--- config.mk ---
export PLATFORM = sky130hd
export DESIGN_NAME = id_ex_stage
export DESIGN_NICKNAME = d
export VERILOG_FILES = /design/src/rtl/id_ex_stage.sv
export SDC_FILE = /design/constraint.sdc
export NUM_CORES = 1
export LEC_CHECK = 0
export ABC_CLOCK_PERIOD_IN_PS = 1650
export BUFFER_PORTS_ARGS = -buffer_cell sky130_fd_sc_hd__buf_2
export CAP_MARGIN = 0
export CORE_AREA = 2 2 152 154
export DETAILED_ROUTE_END_ITERATION = 10
export DIE_AREA = 0 0 154 156
export PLACE_DENSITY = 0.53
export SYNTH_ARGS = -nofsm -noshare
export SYNTH_HDL_FRONTEND = slang
export SYNTH_SLANG_ARGS = --single-unit
--- constraint.sdc ---
create_clock -name clk -period 1.65 [get_ports clk]
set_input_delay 0.0825 -clock clk [delete_from_list [all_inputs] [get_ports clk]]
set_output_delay 0.0825 -clock clk [all_outputs]
set_load 0.02 [all_outputs]
--- src/rtl/id_ex_stage.sv ---
// ID/EX pipeline register with operand bypass, load-use and flush control.
// Define ID_EX_FORWARDING_EN to enable the EX/MEM bypass network.
module id_ex_stage #(
    parameter int WORD_SIZE = 32,
    parameter int REG_BITS  = 5
) (
    input  logic                 clk,
    input  logic                 reset,
    input  logic                 id_valid,
    output logic                 id_ready,
    input  logic [WORD_SIZE-1:0] id_pc,
    input  logic [WORD_SIZE-1:0] id_immediate,
    input  logic [6:0]           id_opcode,
    input  logic [6:0]           id_funct7,
    input  logic [2:0]           id_funct3,
    input  logic [REG_BITS-1:0]  id_rs1,
    input  logic [REG_BITS-1:0]  id_rs2,
    input  logic [REG_BITS-1:0]  id_rd,
    input  logic [WORD_SIZE-1:0] id_rs1_data,
    input  logic [WORD_SIZE-1:0] id_rs2_data,
    input  logic [WORD_SIZE-1:0] ex_result,
    input  logic                 branch_taken,
    input  logic                 ex_stall,
    input  logic                 mem_valid,
    input  logic                 mem_reg_write,
    input  logic [REG_BITS-1:0]  mem_rd,
    input  logic [WORD_SIZE-1:0] mem_result,
    output logic                 ex_valid,
    output logic [WORD_SIZE-1:0] ex_pc,
    output logic [WORD_SIZE-1:0] ex_immediate,
    output logic [WORD_SIZE-1:0] ex_aluIn1,
    output logic [WORD_SIZE-1:0] ex_aluIn2,
    output logic [6:0]           ex_opcode,
    output logic [6:0]           ex_funct7,
    output logic [2:0]           ex_funct3,
    output logic [REG_BITS-1:0]  ex_rd,
    output logic                 ex_reg_write
);

    localparam logic [6:0] OPCODE_LOAD   = 7'b0000011;
    localparam logic [6:0] OPCODE_STORE  = 7'b0100011;
    localparam logic [6:0] OPCODE_BRANCH = 7'b1100011;

    typedef struct packed {
        logic                 valid;
        logic                 reg_write;
        logic [WORD_SIZE-1:0] pc;
        logic [WORD_SIZE-1:0] immediate;
        logic [WORD_SIZE-1:0] alu_in1;
        logic [WORD_SIZE-1:0] alu_in2;
        logic [6:0]           opcode;
        logic [6:0]           funct7;
        logic [2:0]           funct3;
        logic [REG_BITS-1:0]  rd;
    } ex_bundle_t;

    ex_bundle_t           ex_q;
    ex_bundle_t           ex_d;
    logic                 ex_hit1;
    logic                 ex_hit2;
    logic                 mem_hit1;
    logic                 mem_hit2;
    logic                 hazard;
    logic                 flush;
    logic [WORD_SIZE-1:0] op1;
    logic [WORD_SIZE-1:0] op2;

    function automatic logic src_match(
        input logic                v,
        input logic                w,
        input logic [REG_BITS-1:0] rd,
        input logic [REG_BITS-1:0] rs
    );
        return v && w && (rs != '0) && (rd == rs);
    endfunction

    assign ex_hit1  = src_match(ex_q.valid, ex_q.reg_write, ex_q.rd, id_rs1);
    assign ex_hit2  = src_match(ex_q.valid, ex_q.reg_write, ex_q.rd, id_rs2);
    assign mem_hit1 = src_match(mem_valid, mem_reg_write, mem_rd, id_rs1);
    assign mem_hit2 = src_match(mem_valid, mem_reg_write, mem_rd, id_rs2);

    assign flush = ex_q.valid && branch_taken && !ex_stall;

`ifdef ID_EX_FORWARDING_EN
    logic ex_load;

    assign ex_load = (ex_q.opcode == OPCODE_LOAD);
    // A load's data only exists once it reaches MEM.
    assign hazard  = id_valid && ex_load && (ex_hit1 || ex_hit2);

    always_comb begin
        op1 = id_rs1_data;
        op2 = id_rs2_data;
        if (ex_hit1 && !ex_load) begin
            op1 = ex_result;
        end else if (mem_hit1) begin
            op1 = mem_result;
        end
        if (ex_hit2 && !ex_load) begin
            op2 = ex_result;
        end else if (mem_hit2) begin
            op2 = mem_result;
        end
    end
`else
    logic fwd_unused;

    // Without bypass, wait until no in-flight writer remains.
    assign hazard = id_valid &&
                    (ex_hit1 || ex_hit2 || mem_hit1 || mem_hit2);
    assign op1 = id_rs1_data;
    assign op2 = id_rs2_data;
    assign fwd_unused = ^{ex_result, mem_result};
`endif

    assign id_ready = !reset && !ex_stall && !hazard;

    always_comb begin
        ex_d = '0;
        if (id_ready && id_valid && !flush) begin
            ex_d.valid     = 1'b1;
            ex_d.reg_write = (id_opcode != OPCODE_STORE) &&
                             (id_opcode != OPCODE_BRANCH);
            ex_d.pc        = id_pc;
            ex_d.immediate = id_immediate;
            ex_d.alu_in1   = op1;
            ex_d.alu_in2   = op2;
            ex_d.opcode    = id_opcode;
            ex_d.funct7    = id_funct7;
            ex_d.funct3    = id_funct3;
            ex_d.rd        = id_rd;
        end
    end

    always_ff @(posedge clk) begin
        if (reset) begin
            ex_q <= '0;
        end else if (!ex_stall) begin
            ex_q <= ex_d;
        end
    end

    assign ex_valid     = ex_q.valid;
    assign ex_reg_write = ex_q.reg_write;
    assign ex_pc        = ex_q.pc;
    assign ex_immediate = ex_q.immediate;
    assign ex_aluIn1    = ex_q.alu_in1;
    assign ex_aluIn2    = ex_q.alu_in2;
    assign ex_opcode    = ex_q.opcode;
    assign ex_funct7    = ex_q.funct7;
    assign ex_funct3    = ex_q.funct3;
    assign ex_rd        = ex_q.rd;

endmodule

==> reports/metrics.cfg, run 1 <==
[global_route]
grt_pass1_vias = 5591
grt_overflow = 0
grt_start_max_net_pins = 85
antenna_found_initial = 0
grt_usage_pct = 14.64
grt_pass1_wl_um = 28410

[yosys]
yosysUniqueCellTypes = 20
synth.most_common_cell = dfxtp_1
synthTopCellsByArea = dfxtp_1 59%, a32o_1 29%, xnor2_1 3.1%, clkbuf_1 2.3%, buf_6 1.7%
yosysSeqAreaShare_pct = 59.01
synth_cells = 397
async_flop_share_pct = 0
synth_edf_count = 0
syn-num-nets = 633
syn_area_per_cell_um2 = 12.99
yosysTopAreaCell = dfxtp_1
yosys.area.top_type_share_pct = 59.01
ys.flop_type = dfxtp_1
ys_warn_count = 0
ys_seq_elements = 152
syn-cell-area_mm2 = 0.005156
ys_top_cells_by_count = 152 x dfxtp_1, 151 x a32o_1, 31 x clkbuf_1

[placed_design]
io_buffers = 324
dp_hpwl_um = 11650
place_inst = 976
routabilityCongestion = 0.7789
post-place-ws_ns = -0.03205

[sta]
rsz0062_at_grt = true
finalCriticalPeriod_ns = 1.861
fmaxAchievable_mhz = 537.2
maxSlewHeadroom_pct = 63.99
min_period_over_period_pct = 112.8
fin_ws_ns = -0.2114
setup_viol = 138
fin_worst_skew_ns = 0.008663
slew_viol_final = 0
worst_pin_slew_ns = 0.5326
hold_viol = 0

[clock_network]
cts_tree = built
cts_root_buf = clkbuf_16
numCtsBuffers = 17
worstSkewPairLatency_ns = 0.41
path_clk_slew_ns = 0.06
cts.sinks = 152
clock_path_buffers = 2
h-tree-depth = 4

[die]
io_pins = 389
die_area_mm2 = 0.02402
die_w_um = 154
rows = 55
start_util_pct = 23.05
core_mm2 = 0.02237
die-height_um = 156

[routing]
vias = 5538
drt_first_pass_iters = 4
wl_per_cell_um = 16.78
via_per_inst = 4.721
drt_iter0_markers = 400
postRouteAntennaNets = 0
routed_wl_um = 19680
drc = 0

[critical_path]
startpoint_type = flop
criticalPathCategory = flop to output pin
worst-path-max-fanout = 3
end_kind = output pin
required_ns = 1.57
arrival_ns = 1.78

[power_and_ir_drop]
ir_drop_v = 0.0005498
p_per_area_mw_per_mm2 = 940.9
cellLeakagePower_nw = 4.342

[job]
maxCapViolCount = 0

[final_layout]
drive_above_1_share_pct = 45.27
finalNonFillerCells = 1173
n_antenna_cell = 0
nets = 1111
post-route-util_pct = 42.91
syn_to_final_growth_pct = 86.14

[worst_hold_path]
hp-class = input pin to flop

[outcome]
outcome = complete, but fails checks
violations = negative setup slack

==> per-layer routing <==
layer | routed length, um | global-route usage [%]
met5 | 0 | 0
met4 | 408 | 5.696
met1 | 7799 | 16.15
met2 | 10360 | 27.08
met3 | 1112 | 3.556
==> report_power, final <==
group	total (mW)	internal, mW	switching [mW]	leakage, nW
Clock	3.81	2.19	1.63	0.275
Combinational	1.32	0.711	0.613	2.82
Sequential	3.90	3.82	0.0766	1.24
Total	9.03	6.72	2.31	4.34
==> stage by stage <==
step | TNS [ns] | hold WS, ns | cell area (um2) | total power, mW
after floorplan | 0 | 0.2369 | 5162 | 4.478
after global routing | -32.64 | 0.2675 | 9598 | 9.436
after CTS | -15.22 | 0.2619 | 9345 | 9.139
after global placement | -1.692 | 0.3181 | 7158 | 4.956
after detailed placement | -0.5747 | 0.3242 | 7158 | 4.963
final | -17.96 | 0.2701 | 9598 | 9.031
==> layout make-up <==
class	count	area, um2
Inverter	1	3.754
Timing Repair Buffer	508	3710
Fill cell	2096	12770
Clock inverter	11	115.1
Clock buffer	21	460.4
Tap cell	285	356.6
Sequential cell	152	3057
Multi-Input combinational cell	195	1896
==> what timing repair did <==
item | in CTS | in global routing
endpoints found under the setup margin | 1 | 153
setup buffers | 4 | 0
resized for setup | 8 | 15
pin swaps | 8 | 3
hold buffers | 150 | 0
gates cloned | 2 | 9
hold endpoints to repair | 151 | 0
==> critical path: stages, from the launching register on <==
cell     delay (ns)
dfxtp_4        0.36
xnor2_1        0.15
nand4_1        0.14
o32ai_2        0.17
a22oi_4        0.10
buf_12         0.14
o21a_1         0.17
buf_6          0.13
==> cells in the final DEF (no fill, tap or decap), types with 4 or more instances in the layout <==
cell type      count
a32o_1           150
buf_12            10
buf_16             4
buf_2            323
buf_4             11
clkbuf_16         23
clkinv_4           5
dfxtp_1          147
dlygate4sd3_1    150
nand2_1            4
nand4_1            4
xnor2_1           15
==> worst paths after layout <==
path	from	endpoint	slack [ns]	cells after the start
worst max-delay path	ex_rd[3]$_SDFFE_PP0N_	id_ready	-0.21	7
worst min-delay path	reset	ex_valid$_SDFFE_PP0N_	0.27	4
worst max register to register	ex_rd[3]$_SDFFE_PP0N_	ex_aluIn2[31]$_SDFFE_PP0N_	-0.17	8
worst min register to register	ex_immediate[28]$_SDFFE_PP0N_	ex_immediate[28]$_SDFFE_PP0N_	0.46	1
==> cell families (layout without fill, tap and decap cells) <==
family | after synthesis | after routing | synth area share (%)
flip-flops | 152 | 152 | 59.01
buffers and inverters | 50 | 541 | 5.047
AO/OA/AOI/OAI | 157 | 157 | 30.77
AND/OR/NAND/NOR | 18 | 18 | 1.771
XOR/XNOR | 20 | 20 | 3.397
==> sequential cells by signal, indices dropped and copies added (netlist names) <==
name and count:
ex_aluIn1 32, ex_pc 32, ex_funct3 3, ex_opcode 7
ex_aluIn2 32, ex_immediate 32, ex_valid 1, ex_rd 5
ex_reg_write 1, ex_funct7 7
Note: power is estimated with default switching activity, not from simulation.
==> run 2, diff against run 1 <==
CORE_AREA = 2 2 150 152   (was 2 2 152 154)
CTS_BUF_LIST = sky130_fd_sc_hd__clkbuf_8   (was not set)
DIE_AREA = 0 0 152 154   (was 0 0 154 156)
PLACE_DENSITY = 0.54   (was 0.53)
==> reports/metrics.cfg, run 2 (same netlist as run 1, synthesis figures left out) <==
[critical_path]
slowest_delay_ns = 0.40  ; was 0.36 ns
crit_family = buffers and inverters  ; was compound AO/OA/AOI/OAI gates
r2r_setup_slack_ns = -0.30  ; was -0.17 ns
reg2regPathDepth = 9  ; was 8
criticalPathCategory = flop to flop  ; was flop to output pin
end_kind = flop  ; was output pin
crit_buf_inv = 4  ; was 2
rr_endpoint = ex_pc[0]$_SDFFE_PP0N_  ; was ex_aluIn2[31]$_SDFFE_PP0N_
worst-path-max-fanout = 14  ; was 3
arrival_ns = 2.28  ; was 1.78 ns
crit_slowest_cell = dfxtp_4  ; unchanged
required_ns = 1.98  ; was 1.57 ns
cp_cell_sequence = xnor2_2 -> nand4_1 -> o32ai_2 -> a22oi_4 -> buf_4 -> buf_8 -> buf_12 -> clkbuf_16 -> a32o_1  ; was xnor2_1 -> nand4_1 -> o32ai_2 -> a22oi_4 -> buf_12 -> o21a_1 -> buf_6
r2r_start = ex_rd[2]$_SDFFE_PP0N_  ; was ex_rd[3]$_SDFFE_PP0N_
startpoint_type = flop  ; unchanged

[sta]
min_period_over_period_pct = 118.2  ; was 112.8%
fin_worst_skew_ns = 0.01570  ; was 0.008663 ns
fmaxAchievable_mhz = 512.9  ; was 537.2 MHz
hold_viol = 0  ; unchanged
rsz0062_at_grt = true  ; unchanged
holdWs_ns = 0.2760  ; was 0.2701 ns
setup_viol = 153  ; was 138
fin_ws_ns = -0.2997  ; was -0.2114 ns
maxSlewHeadroom_pct = 74.18  ; was 63.99%
finalCriticalPeriod_ns = 1.950  ; was 1.861 ns
slew_viol_final = 0  ; unchanged
worst_pin_slew_ns = 0.3873  ; was 0.5326 ns

[clock_network]
cts_root_buf = clkbuf_8  ; was clkbuf_16
cts_tree = built  ; unchanged
cts.sinks = 152  ; unchanged
path_clk_slew_ns = 0.10  ; was 0.06 ns
numCtsBuffers = 17  ; unchanged
h-tree-depth = 4  ; unchanged
worstSkewPairLatency_ns = 0.44  ; was 0.41 ns
clock_path_buffers = 2  ; unchanged

[routing]
via_per_inst = 4.728  ; was 4.721
routed_wl_um = 20980  ; was 19680 um
drt_iter0_markers = 320  ; was 400
vias = 5560  ; was 5538
wl_met1_um = 8639  ; was 7799 um
top_layer_used = met4  ; unchanged
met2WireLength_um = 10440  ; was 10360 um
drt_first_pass_iters = 4  ; unchanged
drc = 0  ; unchanged
routed-wl-met3_um = 1188  ; was 1112 um
wl_per_cell_um = 17.84  ; was 16.78 um
postRouteAntennaNets = 0  ; unchanged

[global_route]
antenna_found_initial = 0  ; unchanged
grt_start_max_net_pins = 79  ; was 85
grt_pass1_wl_um = 29440  ; was 28410 um
grt_overflow = 0  ; unchanged
grt_usage_pct = 15.44  ; was 14.64%
grt_pass1_vias = 5614  ; was 5591

[die]
rows = 54  ; was 55
io_pins = 389  ; unchanged
die-height_um = 154  ; was 156 um
core_mm2 = 0.02169  ; was 0.02237 mm2
die_w_um = 152  ; was 154 um
start_util_pct = 23.77  ; was 23.05%
die_area_mm2 = 0.02341  ; was 0.02402 mm2

[final_layout]
design_area_mm2 = 0.009608  ; was 0.009598 mm2
post-route-util_pct = 44.30  ; was 42.91%
n_antenna_cell = 0  ; unchanged
syn_to_final_growth_pct = 86.34  ; was 86.14%
nets = 1119  ; was 1111
mostFrequentLayoutCells = 323 x buf_2, 150 x a32o_1, 150 x dlygate4sd3_1  ; unchanged
layout_commonest_cell = buf_2  ; unchanged
drive_above_1_share_pct = 46.09  ; was 45.27%

[placed_design]
post-place-ws_ns = -0.06517  ; was -0.03205 ns
io_buffers = 324  ; unchanged
dp_hpwl_um = 12020  ; was 11650 um
place_area_mm2 = 0.007119  ; was 0.007158 mm2
routabilityCongestion = 0.7544  ; was 0.7789

[job]
maxCapViolCount = 0  ; unchanged

[worst_hold_path]
whs_path_depth = 4  ; unchanged
hp-start = reset  ; unchanged
holdPathEnd = ex_aluIn2[16]$_SDFFE_PP0N_  ; was ex_valid$_SDFFE_PP0N_
hp-class = input pin to flop  ; unchanged

[outcome]
outcome = complete, but fails checks  ; unchanged
violations = negative setup slack  ; unchanged

[power_and_ir_drop]
ir_drop_v = 0.0005014  ; was 0.0005498 V
cellLeakagePower_nw = 4.372  ; was 4.342 nW
p_per_area_mw_per_mm2 = 852.2  ; was 940.9 mW/mm2

-- run 2: changes by cell type in the layout (fill, tap and decap cells not counted), sizes merged --
cell / previous run / this run
bufinv: 1 / 2
clkinv: 5 / 2
clkinvlp: 2 / 4
inv: 4 / 8
clkbuf: 27 / 28
buf: 352 / 355
-- run 2: final cells by class --
type | count | area (um2)
Fill cell | 2005 | 12080
Timing Repair Buffer | 516 | 3885
Sequential cell | 152 | 3059
Multi-Input combinational cell | 195 | 1911
Tap cell | 280 | 350.3
Clock buffer | 17 | 234.0
Clock inverter | 15 | 165.2
Inverter | 1 | 3.754
-- run 2: worst max path at each step --
stage / from / endpoint / slack (ns) / cells after the start
3_5_place_dp: id_rs2[3] / id_ready / -0.07 / 8
6_report: ex_rd[2]$_SDFFE_PP0N_ / ex_pc[0]$_SDFFE_PP0N_ / -0.30 / 9
5_1_grt: ex_rd[1]$_SDFFE_PP0N_ / id_ready / -0.36 / 7
4_1_cts: ex_rd[0]$_SDFFE_PP0N_ / id_ready / -0.28 / 7
3_3_place_gp: id_rs2[3] / id_ready / -0.05 / 8
2_1_floorplan: ex_rd[1]$_SDFFE_PP0N_ / ex_aluIn1[0]$_SDFFE_PP0N_ / 0.06 / 7
-- run 2: power breakdown --
group	switching, mW	total (mW)	internal (mW)
clock	1.57	2.94	1.38
sequential	0.0791	3.89	3.81
combinational	0.624	1.35	0.725
-- run 2: timing repair --
action                                 CTS  global route
endpoints found under the hold margin  151             0
pin swaps                               10            10
resized for setup                       15            22
setup endpoints to repair               30           153
cloned                                   2            16
hold buffers                           150             0
setup buffers                            4             2
-- run 2: worst reg2reg max path, stage by stage, from the launching register on --
cell and delay, ns:
dfxtp_4 0.40, xnor2_2 0.11, nand4_1 0.11, o32ai_2 0.18, a22oi_4 0.15, buf_4 0.15, buf_8 0.14, buf_12 0.16
clkbuf_16 0.19, a32o_1 0.26
-- run 2: per-stage QoR --
stage	cells	TNS [ns]	power, mW
after detailed placement	970	-5.191	4.961
after floorplan	397	0	4.478
after CTS	1158	-22.21	8.242
after global routing	1176	-45.19	8.560
after global placement	970	-2.617	4.947
final	1176	-34.81	8.188
-- run 2: layer usage --
layer  vias up  GRT usage [%]
met5         -              0
met2       217          26.92
met3        51          4.256
met1      2665          17.79
li1       2627              -
met4         0          6.587
==> run 3, diff against run 2 <==
ABC_CLOCK_PERIOD_IN_PS = 2500   (was 1650)
CORE_AREA = 2 2 149 151   (was 2 2 150 152)
DIE_AREA = 0 0 151 153   (was 0 0 152 154)
PLACE_DENSITY = 0.55   (was 0.54)
clock period = 2.5 ns   (was 1.65 ns; I/O delays follow)
==> reports/metrics.cfg, run 3 (same netlist as run 1, synthesis figures left out) <==
[routing]
wl_met1_um = 6998  ; was 8639 um
via_per_inst = 4.715  ; was 4.728
postRouteAntennaNets = 0  ; unchanged
wl_per_cell_um = 15.46  ; was 17.84 um
routed_wl_um = 17610  ; was 20980 um
routed-wl-met3_um = 1222  ; was 1188 um
drc = 0  ; unchanged
drt_iter0_markers = 272  ; was 320
top_layer_used = met4  ; unchanged
met2WireLength_um = 8839  ; was 10440 um
vias = 5370  ; was 5560
drt_first_pass_iters = 6  ; was 4

[global_route]
grt_pass1_vias = 5597  ; was 5614
grt_usage_pct = 14.63  ; was 15.44%
grt_start_max_net_pins = 153  ; was 79
grt_overflow = 0  ; unchanged
grt_pass1_wl_um = 27360  ; was 29440 um
antenna_found_initial = 0  ; unchanged

[clock_network]
h-tree-depth = 4  ; unchanged
clock_path_buffers = 2  ; unchanged
cts.sinks = 152  ; unchanged
post_cts_resized = 0  ; was 15
numCtsBuffers = 17  ; unchanged
worstSkewPairLatency_ns = 0.43  ; was 0.44 ns
cts_root_buf = clkbuf_8  ; unchanged
path_clk_slew_ns = 0.08  ; was 0.10 ns
cts_tree = built  ; unchanged

[final_layout]
nets = 1082  ; was 1119
n_antenna_cell = 0  ; unchanged
fillers = 2054  ; was 2005
syn_to_final_growth_pct = 72.85  ; was 86.34%
design_area_mm2 = 0.008912  ; was 0.009608 mm2
layout_commonest_cell = buf_2  ; unchanged
post-route-util_pct = 41.48  ; was 44.30%
drive_above_1_share_pct = 42.61  ; was 46.09%
finalNonFillerCells = 1139  ; was 1176
mostFrequentLayoutCells = 324 x buf_2, 152 x dfxtp_1, 151 x a32o_1  ; was 323 x buf_2, 150 x a32o_1, 150 x dlygate4sd3_1

[sta]
fmaxAchievable_mhz = 456.3
worst_pin_slew_ns = 0.7301  ; was 0.3873 ns
rsz0062_at_grt = false  ; was true
fin_worst_skew_ns = 0.01166  ; was 0.01570 ns
maxSlewHeadroom_pct = 51.33  ; was 74.18%
min_period_over_period_pct = 87.67
hold_viol = 0  ; unchanged
setup_tns_ns = 0  ; was -34.81 ns
setup_viol = 0  ; was 153
slew_viol_final = 0  ; unchanged
finalCriticalPeriod_ns = 2.192
holdWs_ns = 0.3647  ; was 0.2760 ns

[die]
io_pins = 389  ; unchanged
die_w_um = 151  ; was 152 um
core_mm2 = 0.02149  ; was 0.02169 mm2
start_util_pct = 24.00  ; was 23.77%
rows = 54  ; unchanged
die_area_mm2 = 0.02310  ; was 0.02341 mm2
die-height_um = 153  ; was 154 um

[outcome]
outcome = completed  ; was complete, but fails checks

[critical_path]
end_kind = output pin  ; was flop
r2r_setup_slack_ns = 0.53  ; was -0.30 ns
startpoint_type = flop  ; unchanged
reg2regPathDepth = 6  ; was 9
criticalPathCategory = flop to output pin  ; was flop to flop
rr_endpoint = ex_aluIn1[6]$_SDFFE_PP0N_  ; was ex_pc[0]$_SDFFE_PP0N_
worst-path-max-fanout = 84  ; was 14
r2r_start = ex_rd[4]$_SDFFE_PP0N_  ; was ex_rd[2]$_SDFFE_PP0N_
required_ns = 2.38  ; was 1.98 ns
arrival_ns = 2.07  ; was 2.28 ns

[job]
maxCapViolCount = 0  ; unchanged

[worst_hold_path]
hp-start = branch_taken  ; was reset
hp-class = input pin to flop  ; unchanged
whs_path_depth = 4  ; unchanged
holdPathEnd = ex_valid$_SDFFE_PP0N_  ; was ex_aluIn2[16]$_SDFFE_PP0N_

[placed_design]
place_inst = 957  ; was 970
place_area_mm2 = 0.006978  ; was 0.007119 mm2
io_buffers = 324  ; unchanged
routabilityCongestion = 0.7482  ; was 0.7544
dp_hpwl_um = 10600  ; was 12020 um

[power_and_ir_drop]
cellLeakagePower_nw = 3.993  ; was 4.372 nW
p_per_area_mw_per_mm2 = 608.6  ; was 852.2 mW/mm2
ir_drop_v = 0.0003322  ; was 0.0005014 V

[run 3: cell types whose count changed in the layout (fill, tap and decap cells not counted), sizes merged]
cell	previous run	this run
buf	355	329
clkbuf	28	18
clkinvlp	4	2
bufinv	2	3
clkinv	2	3
inv	8	7
[run 3: what timing repair did]
item	4_1_cts	5_1_grt
setup buffers	0	0
hold endpoints to repair	150	0
hold buffers	150	0
[run 3: worst max-delay path, cell delays in order (launching register included)]
cell	delay, ns
dfxtp_1	0.42
xnor2_1	0.10
nand4_1	0.11
o32ai_2	0.11
a22oi_4	0.23
buf_12	0.33
o21a_1	0.16
buf_2	0.15
[run 3: worst max-delay path by stage]
stage	start	to	cells after the start
floorplan	ex_rd[4]$_SDFFE_PP0N_	id_ready	6
global route	ex_rd[4]$_SDFFE_PP0N_	id_ready	7
finish	ex_rd[4]$_SDFFE_PP0N_	id_ready	7
CTS	ex_rd[4]$_SDFFE_PP0N_	id_ready	7
global placement	ex_rd[4]$_SDFFE_PP0N_	ex_aluIn1[9]$_SDFFE_PP0N_	6
detailed placement	ex_rd[4]$_SDFFE_PP0N_	ex_aluIn2[30]$_SDFFE_PP0N_	6
[run 3: final cells by class]
cell class / instances / area, um2 / share of cell area [%]
clock buffer: 18 / 247.7 / 2.780
inverter: 1 / 3.754 / 0.04212
sequential: 152 / 3043 / 34.14
tap: 280 / 350.3 / 3.931
timing repair buffer: 479 / 3211 / 36.02
clock inverter: 14 / 185.2 / 2.078
multi-input combinational: 195 / 1872 / 21.00
[run 3: through the flow]
| step | worst slack [ns] | power [mW] |
|---|---|---|
| 2_1_floorplan | 0.7699 | 2.955 |
| 4_1_cts | 0.2380 | 5.513 |
| 6_report | 0.3083 | 5.424 |
| 3_3_place_gp | 0.5770 | 3.242 |
| 3_5_place_dp | 0.5618 | 3.247 |
| 5_1_grt | 0.09755 | 5.698 |
[run 3: report_power, final]
group,internal (mW),switching [mW]
combinational,0.427,0.385
sequential,2.52,0.0517
clock,1.04,0.998
[run 3: layer usage]
layer / vias up / track usage, %
li1: 2543 / -
met1: 2548 / 15.90
met2: 236 / 25.97
met3: 43 / 3.970
met4: 0 / 7.121
met5: - / 0
